--- config.mk ---
export PLATFORM = sky130hd
export DESIGN_NAME = multi_integration_file
export DESIGN_NICKNAME = d
export VERILOG_FILES = /design/src/rtl/integration_pkg.sv /design/src/rtl/integration_channel.sv /design/src/rtl/multi_integration_file.sv
export SDC_FILE = /design/constraint.sdc
export NUM_CORES = 1
export LEC_CHECK = 0
export ABC_AREA = 1
export BUFFER_PORTS_ARGS = -buffer_cell sky130_fd_sc_hd__buf_2
export CAP_MARGIN = 20
export CORE_ASPECT_RATIO = 1.5
export CORE_MARGIN = 5
export CORE_UTILIZATION = 60
export DETAILED_ROUTE_END_ITERATION = 7
export PLACE_DENSITY = 0.82
export SETUP_SLACK_MARGIN = 0.3
export SYNTH_ARGS = -nofsm -noshare
export SYNTH_HDL_FRONTEND = slang
export SYNTH_SLANG_ARGS = --single-unit
--- constraint.sdc ---
create_clock -name csi_clk -period 4.26 [get_ports csi_clk]
set_input_delay 0.213 -clock csi_clk [delete_from_list [all_inputs] [get_ports csi_clk]]
set_output_delay 0.213 -clock csi_clk [all_outputs]
set_load 0.02 [all_outputs]
--- src/rtl/integration_pkg.sv ---
// Shared constants and types for the multi-channel accumulator.
// Imported by the channel and top-level files.
package integration_pkg;

  localparam logic [7:0] ADDR_CTRL  = 8'h80;
  localparam logic [7:0] ADDR_CLEAR = 8'h81;
  localparam logic [7:0] ADDR_OVF   = 8'h82;

  localparam int CTRL_SAT = 0;
  localparam int CTRL_SUB = 1;

  // Member order places sat at bit 0 and sub at bit 1.
  typedef struct packed {
    logic sub;
    logic sat;
  } ctrl_t;

endpackage

--- src/rtl/integration_channel.sv ---
// One N-bit accumulator with add/subtract, wrap/saturate.
// The carry/borrow out is reported as a single-cycle overflow pulse.
module integration_channel
  import integration_pkg::*;
#(
  parameter int N = 32
) (
  input  logic         clk,
  input  logic         rst_n,
  input  logic         en,
  input  logic         sub,
  input  logic         sat,
  input  logic         clr,
  input  logic [N-1:0] data,
  output logic [N-1:0] value,
  output logic         ovf_pulse
);

  logic [N-1:0] acc_q;
  logic [N-1:0] acc_d;
  logic [N:0]   res;

  always_comb begin
    res       = sub ? ({1'b0, acc_q} - {1'b0, data})
                    : ({1'b0, acc_q} + {1'b0, data});
    acc_d     = acc_q;
    ovf_pulse = 1'b0;
    if (clr) begin
      acc_d = '0;
    end else if (en) begin
      ovf_pulse = res[N];
      if (res[N] && sat)
        acc_d = sub ? '0 : '1;
      else
        acc_d = res[N-1:0];
    end
  end

  always_ff @(posedge clk or negedge rst_n) begin
    if (!rst_n) acc_q <= '0;
    else        acc_q <= acc_d;
  end

  assign value = acc_q;

endmodule

--- src/rtl/multi_integration_file.sv ---
// Memory-mapped bank of NUM_CH accumulators with CTRL, CLEAR
// and sticky W1C overflow flags; reads return one cycle later.
module multi_integration_file
  import integration_pkg::*;
#(
  parameter int N      = 32,
  parameter int NUM_CH = 4
) (
  input  logic              csi_clk,
  input  logic              rsi_reset_n,
  input  logic [7:0]        avs_s0_address,
  input  logic              avs_s0_write,
  input  logic [N-1:0]      avs_s0_writedata,
  input  logic              avs_s0_read,
  output logic [N-1:0]      avs_s0_readdata,
  output logic              avs_s0_readdatavalid,
  output logic [NUM_CH*N-1:0] coe_R
);

  ctrl_t              ctrl_q;
  logic [NUM_CH-1:0]  ovf_q;
  logic [NUM_CH-1:0]  ovf_d;
  logic [NUM_CH-1:0]  ovf_pulse;
  logic [NUM_CH-1:0]  w1c;
  logic [N-1:0]       acc_v [NUM_CH];
  logic [N-1:0]       acc_sel;
  logic [N-1:0]       rdata_d;
  logic               is_acc;
  logic               is_ctrl;
  logic               is_clr;
  logic               is_ovf;

  assign is_acc  = avs_s0_address < 8'(NUM_CH);
  assign is_ctrl = avs_s0_address == ADDR_CTRL;
  assign is_clr  = avs_s0_address == ADDR_CLEAR;
  assign is_ovf  = avs_s0_address == ADDR_OVF;

  for (genvar i = 0; i < NUM_CH; i++) begin : g_ch
    integration_channel #(.N(N)) u_ch (
      .clk       (csi_clk),
      .rst_n     (rsi_reset_n),
      .en        (avs_s0_write && avs_s0_address == 8'(i)),
      .sub       (ctrl_q.sub),
      .sat       (ctrl_q.sat),
      .clr       (avs_s0_write && is_clr && avs_s0_writedata[i]),
      .data      (avs_s0_writedata),
      .value     (acc_v[i]),
      .ovf_pulse (ovf_pulse[i])
    );
    assign coe_R[i*N +: N] = acc_v[i];
  end

  // New overflow events win over a simultaneous W1C of the same bit.
  always_comb begin
    w1c   = (avs_s0_write && is_ovf) ? avs_s0_writedata[NUM_CH-1:0] : '0;
    ovf_d = (ovf_q & ~w1c) | ovf_pulse;
  end

  always_comb begin
    acc_sel = '0;
    for (int i = 0; i < NUM_CH; i++)
      if (avs_s0_address == 8'(i)) acc_sel = acc_v[i];
  end

  always_comb begin
    rdata_d = '0;
    unique case (1'b1)
      is_acc:  rdata_d = acc_sel;
      is_ctrl: rdata_d[1:0] = ctrl_q;
      is_ovf:  rdata_d[NUM_CH-1:0] = ovf_q;
      default: rdata_d = '0;
    endcase
  end

  always_ff @(posedge csi_clk or negedge rsi_reset_n) begin
    if (!rsi_reset_n) begin
      ctrl_q               <= '0;
      ovf_q                <= '0;
      avs_s0_readdata      <= '0;
      avs_s0_readdatavalid <= 1'b0;
    end else begin
      if (avs_s0_write && is_ctrl)
        ctrl_q <= ctrl_t'(avs_s0_writedata[1:0]);
      ovf_q                <= ovf_d;
      avs_s0_readdatavalid <= avs_s0_read;
      if (avs_s0_read)
        avs_s0_readdata <= rdata_d;
    end
  end

endmodule

## Word level (Yosys, flattened, before mapping)

Index checks and enable logic that the tools add are counted.

| cells by class | value |
|---|---|
| reductions and logical operators | 20 |
| mux-type cells | 33 |
| order comparisons | 1 |
| equality and inequality tests | 6 |
| div/mod/pow operators | 0 |
| multiply operators | 0 |
| $add $sub $neg | 8 |
| shift-type cells | 0 |
| bitwise operators | 3 |

Operator list:

| kind | number |
|---|---|
| two-way mux 32 bit | 17 |
| adder 32 x 32 -> 33 bit | 4 |
| two-way mux 33 bit | 4 |
| subtractor 32 x 32 -> 33 bit | 4 |
| two-way mux 28 bit | 1 |
| == test 8 bit (second input constant) | 3 |
| == test 8 x 2 -> 1 bit (second input constant) | 2 |
| logical AND 1 bit | 15 |
| == test 8 x 1 -> 1 bit (second input constant) | 1 |
| zero test 8 bit | 1 |
| less-than comparator 8 x 3 -> 1 bit (second input constant) | 1 |
| two-way mux 1 bit | 8 |
| nonzero test 2 bit | 4 |
| case mux 2 bit (3 select lines) | 1 |
| bitwise AND 4 bit | 1 |
| two-way mux 4 bit | 1 |
| inverter 4 bit | 1 |
| OR 4 bit | 1 |
| case mux 2 bit (2 select lines) | 1 |

| storage, ports and cells | value |
|---|---|
| word-level logic and storage cells | 80 |
| input port bits | 44 |
| output and inout port bits | 161 |
| ROM bits | 0 |
| latch bits | 0 |
| RAM bits | 0 |
| register bits after elaboration | 167 |
| memories | 0 |

## Longest topological paths before layout

| logic depth | value |
|---|---|
| word-level depth | 6 |
| depth in mapped cells | 28 |
| depth with buffers taken out | 28 |

## Modules after synthesis

Synthesis repeated with hierarchy kept, for this count alone.

| second synthesis, totals | value |
|---|---|
| cells, all modules | 3671 |
| area, all modules | 21061.4 µm² |

By module, submodules not included:

| module | cells an instance | area an instance (µm²) | instances | seq. area each (µm²) |
|---|---|---|---|---|
| integration_channel at g_ch[0].u_ch ... | 811 | 4595.7 | 3 | 800.8 |
| integration_channel at g_ch[3].u_ch | 811 | 4599.4 | 1 | 800.8 |
| multi_integration_file | 427 | 2675.1 | 1 | 975.9 |

## Worst setup path after synthesis

OpenSTA, ideal clock, no wires.

| timing path | value |
|---|---|
| kind | register to register |
| start | reg ctrl_q[1] (netlist bit) |
| end | reg g_ch[1].u_ch.acc_q[23] |
| slack | 0.689 ns |
| library setup time | 0.118 ns |
| buffers on the path | 3 |
| cell stages (with the launch flop) | 20 |
| data required time | 4.142 ns |
| period minus slack after synthesis | 3.571 ns |
| arrival | 3.453 ns |
| path through | dfrtp_1 -> buf_2 -> clkbuf_1 -> o21ai_0 -> fa_1 -> inv_1 -> nand2_1 -> o21ai_0 -> a21boi_0 -> o21ai_0 -> nand2_1 -> nand3_1 -> nand3_1 -> nand3_1 -> nand2_1 -> nand2_2 -> nand3_4 -> buf_6 -> nand3_1 -> nand2_1 |

| between the ends | value |
|---|---|
| cells in the longest elaborated chain, start to end | 5 |

Ends and longest elaborated chain:

| item | RTL line | text |
|---|---|---|
| start, declared | multi_integration_file.sv:20 | `ctrl_t ctrl_q;` |
| start signal, assigned | multi_integration_file.sv:83 | `ctrl_q <= ctrl_t'(avs_s0_writedata[1:0]);` |
| two-way mux 33 bit | integration_channel.sv:24 | `res = sub ? ({1'b0, acc_q} - {1'b0, data})` |
| logical AND 1 bit | integration_channel.sv:32 | `if (res[N] && sat)` |
| two-way mux 32 bit * | integration_channel.sv:32 |  |
| two-way mux 32 bit * | integration_channel.sv:30 | `end else if (en) begin` |
| two-way mux 32 bit * | integration_channel.sv:28 | `if (clr) begin` |
| end signal, assigned | integration_channel.sv:40 | `if (!rst_n) acc_q <= '0;` |
| end signal, assigned | integration_channel.sv:41 | `else acc_q <= acc_d;` |
| end, declared | integration_channel.sv:19 | `logic [N-1:0] acc_q;` |

Every way passes the cells marked *; elsewhere a longest branch is shown, timed or not. The select of a mux whose other input is x is not followed.
A chain may end at the register's enable or synchronous reset.

## Final worst setup path

| timing path | value |
|---|---|
| start | reg ctrl_q[1] (netlist bit) |
| end | reg g_ch[3].u_ch.acc_q[12] |

| between the ends | value |
|---|---|
| cells in the longest elaborated chain, start to end | 5 |

Ends and longest elaborated chain:

| item | RTL line |
|---|---|
| two-way mux 33 bit | integration_channel.sv:24 |
| logical AND 1 bit | integration_channel.sv:32 |
| two-way mux 32 bit * | integration_channel.sv:32 |
| two-way mux 32 bit * | integration_channel.sv:30 |
| two-way mux 32 bit * | integration_channel.sv:28 |
| end signal, assigned | integration_channel.sv:40 |
| end signal, assigned | integration_channel.sv:41 |
| end, declared | integration_channel.sv:19 |

Marks and branches as above.

==> results.py <==
metrics = {
    "place": {
        "gp_congestion": 1.026,
        "io_buffers": 204,
        "place_hpwl_um": 48620,
        "dp_cells": 2909,
    },
    "synth": {
        "synth.avg_cell_area_um2": 6.635,
        "synthCells": 2403,
        "ys_seq_area_share_pct": 26.21,
        "ys_ff_latch": 167,
        "synth.distinct_cells": 51,
        "synth_area_um2": 15940,
        "yosysWarningCount": 0,
        "synth_nets": 2572,
    },
    "critical_path": {
        "worst_ep_required_time_ns": 4.61,
        "worstReg2RegEnd": "g_ch[3].u_ch.value[12]",
        "critPathArrivalTime_ns": 4.18,
        "critical_path.startpoint_type": "register",
        "path_class": "reg2reg",
        "r2r_slack_ns": 0.42,
        "end_kind": "register",
        "reg2reg_from": "ctrl_q[1]",
        "r2r.worst_path.cells": 15,
        "path_max_fanout": 8,
    },
    "routing": {
        "drc": 0,
        "routed_wl_um": 63070,
        "ant_nets": 0,
        "drt_iter0_drc": 2004,
        "via_per_inst": 6.231,
        "wire_per_inst_um": 21.36,
        "vias": 18400,
        "firstDrtPassIters": 6,
    },
    "timing": {
        "hold_violations": 0,
        "relSlewSlack_pct": 13.95,
        "final_max_slew_viol_count": 0,
        "rsz0062_at_grt": "true",
        "fin_worst_skew_ns": 0.01197,
        "min_period_ns": 3.836,
        "final-setup-viol-count": 0,
        "max_slew.worst_pin.slew_ns": 1.291,
        "timing.final.crit_share_pct": 90.05,
        "max_freq_ghz": 0.2607,
        "fin_setup_tns_ns": 0,
    },
    "global_routing": {
        "antenna_found_initial": 1,
        "grt_pass1_vias": 17860,
        "gr-total-overflow": 0,
        "grtUsageTotal_pct": 40.70,
        "grt_first_pass_wirelength_um": 95270,
        "grt_max_degree": 104,
    },
    "min_path": {
        "min_from": "avs_s0_writedata[1]",
        "hp-class": "in2reg",
        "hold-path-endpoint": "ctrl_q[1]",
        "worstHoldPathCells": 3,
    },
    "flow_run": {
        "max-cap-violations": 0,
    },
    "final_layout": {
        "layout.nets": 2771,
        "layout.cells.non_filler": 2953,
        "fill_cells": 2372,
        "drive_above_1_share_pct": 13.77,
        "final_common_cell": "nand2_1",
        "syn_to_final_growth_pct": 14.17,
        "final_cell_mix": "821 x nand2_1, 213 x inv_1, 203 x buf_2",
    },
    "cts": {
        "cts_made_buffers": 17,
        "clk_latency_ns": 0.46,
        "clockBufferDepth": 2,
        "cts_tree": "yes",
        "htree_levels": 4,
        "cts.clk_slew.worst_paths_ns": 0.07,
        "root_buffer": "clkbuf_16",
        "clock_sinks": 167,
    },
    "floorplan": {
        "initial_core_util_pct": 60.40,
        "num_io_pins": 205,
        "rows": 73,
        "core_area_um2": 26400,
        "die_x_um": 143.1,
        "die_h_um": 209.7,
        "die_area_um2": 30000,
    },
    "power": {
        "irDropWorstVdd_mv": 0.3008,
        "power_density_nw_per_um2": 267.2,
        "p_leak_nw": 10.34,
    },
    "status": {
        "status": "finished, final reports clean",
    },
}
-- worst max-delay path by stage --
| stage | start | depth (start not counted) | slack, ns | end |
|---|---|---|---|---|
| final | ctrl_q[1] | 15 | 0.42 | g_ch[3].u_ch.value[12] |
| after global routing | ctrl_q[1] | 19 | 0.22 | g_ch[3].u_ch.value[14] |
| after CTS | ctrl_q[1] | 19 | 0.31 | g_ch[2].u_ch.value[9] |
| after detailed placement | avs_s0_writedata[6] | 23 | -0.20 | g_ch[1].u_ch.value[2] |
| after global placement | avs_s0_writedata[6] | 23 | -0.09 | g_ch[1].u_ch.value[18] |
| after floorplan | ctrl_q[1] | 19 | 0.69 | g_ch[1].u_ch.value[23] |
-- repair_timing --
action	CTS	global route
pin swaps	0	7
endpoints found under the hold margin	102	0
buffers inserted	0	4
hold buffers	2	0
endpoints found under the setup margin	45	128
cloned	1	3
resized for setup	4	30
-- synth_stat cells (all sizes together) --
cell	count	area, um^2
xor2	57	499.2
and2	1	6.260
o221ai	15	131.4
nand2	843	3249
o2111ai	1	8.760
clkbuf	39	146.4
a31oi	7	43.79
a211oi	2	15.01
a21oi	154	770.7
o311ai	2	17.52
nand4	26	162.7
nor3	30	150.1
nand3	205	1114
ha	121	1514
o31ai	4	30.03
o221a	1	11.26
a22o	13	113.9
o21ai	127	646.9
xnor2	70	613.1
a22oi	1	7.510
o22ai	3	18.77
a32o	1	10.01
o211ai	24	180.2
buf	29	249.0
nor4	6	37.54
o21bai	9	67.56
nand3b	6	45.04
a21boi	6	45.04
a221oi	2	17.52
fa	4	80.08
nor2	180	738.2
a2111oi	4	35.03
dfrtp	167	4179
clkinv	1	3.750
a21o	7	52.55
or2	2	12.51
inv	221	829.5
o41ai	1	8.760
o21a	11	82.58
-- registers in the layout (all words and copies together), names as in the netlist --
signal,cells
avs_s0_readdata,32
avs_s0_readdatavalid,1
ctrl_q,2
g_ch.u_ch.value,128
ovf_q,4
-- cells by family (layout without fill, tap and decap cells) --
kind of cell	after synthesis	count (layout)	share of synthesized area, %
AND/OR/NAND/NOR	1299	1303	34.59
AO/OA/AOI/OAI	395	395	14.52
flip-flops	167	167	26.21
adder cells (fa/ha/maj)	125	125	9.998
XOR/XNOR	127	127	6.976
other	0	1	0
buffers and inverters	290	498	7.706
-- where the power goes --
group	total (mW)	switching, mW	internal [mW]
combinational	1.48	0.983	0.500
clock	1.62	0.782	0.837
sequential	1.76	0.116	1.65
total	4.86	1.88	2.98
-- per-layer routing --
metal | vias to the layer above | GRT usage (%) | part of all wire, %
met2 | 1184 | 68.95 | 48
met5 | - | 0 | 0
li1 | 8359 | - | -
met3 | 322 | 6.702 | 8.9
met1 | 8534 | 48.49 | 36
met4 | 0 | 22.66 | 7.0
-- layout make-up --
| class | count | area, um^2 | area share, % |
|---|---|---|---|
| clock buffers | 18 | 439.2 | 2.413 |
| clock inverters | 14 | 136.4 | 0.7492 |
| inverters | 222 | 838.3 | 4.605 |
| well taps | 337 | 421.7 | 2.316 |
| flip-flops and latches | 167 | 4180 | 22.96 |
| diodes | 1 | 2.502 | 0.01375 |
| repair buffers | 244 | 1435 | 7.884 |
| multi-input cells | 1950 | 10750 | 59.06 |
-- metrics by stage --
step / cell area [um^2] / total power, mW / setup slack, ns / util, % / hold slack [ns]
floorplan: 15940 / 2.733 / 0.6890 / - / -0.08259
global placement: 17370 / 3.163 / -0.09423 / 65.80 / 0.4097
detailed placement: 17370 / 3.193 / -0.1985 / 65.80 / 0.4277
CTS: 17990 / 4.790 / 0.3120 / 68.17 / 0.1239
global route: 18200 / 5.061 / 0.2170 / 68.96 / 0.1634
finish: 18200 / 4.864 / 0.4237 / 68.96 / 0.1545
-- critical path, cell delays in order (launching register included) --
cell	delay, ns
dfrtp_2	0.49
nor2_1	0.27
xor2_1	0.61
ha_1	0.42
a21oi_1	0.17
inv_1	0.08
a21oi_1	0.16
nand2_1	0.18
nand2_1	0.10
nand2_1	0.12
nand3_1	0.15
nand4_1	0.18
nand2_4	0.26
nand3_4	0.23
nand3_1	0.22
nand2_1	0.08
Power figures use the tool's default switching activity.
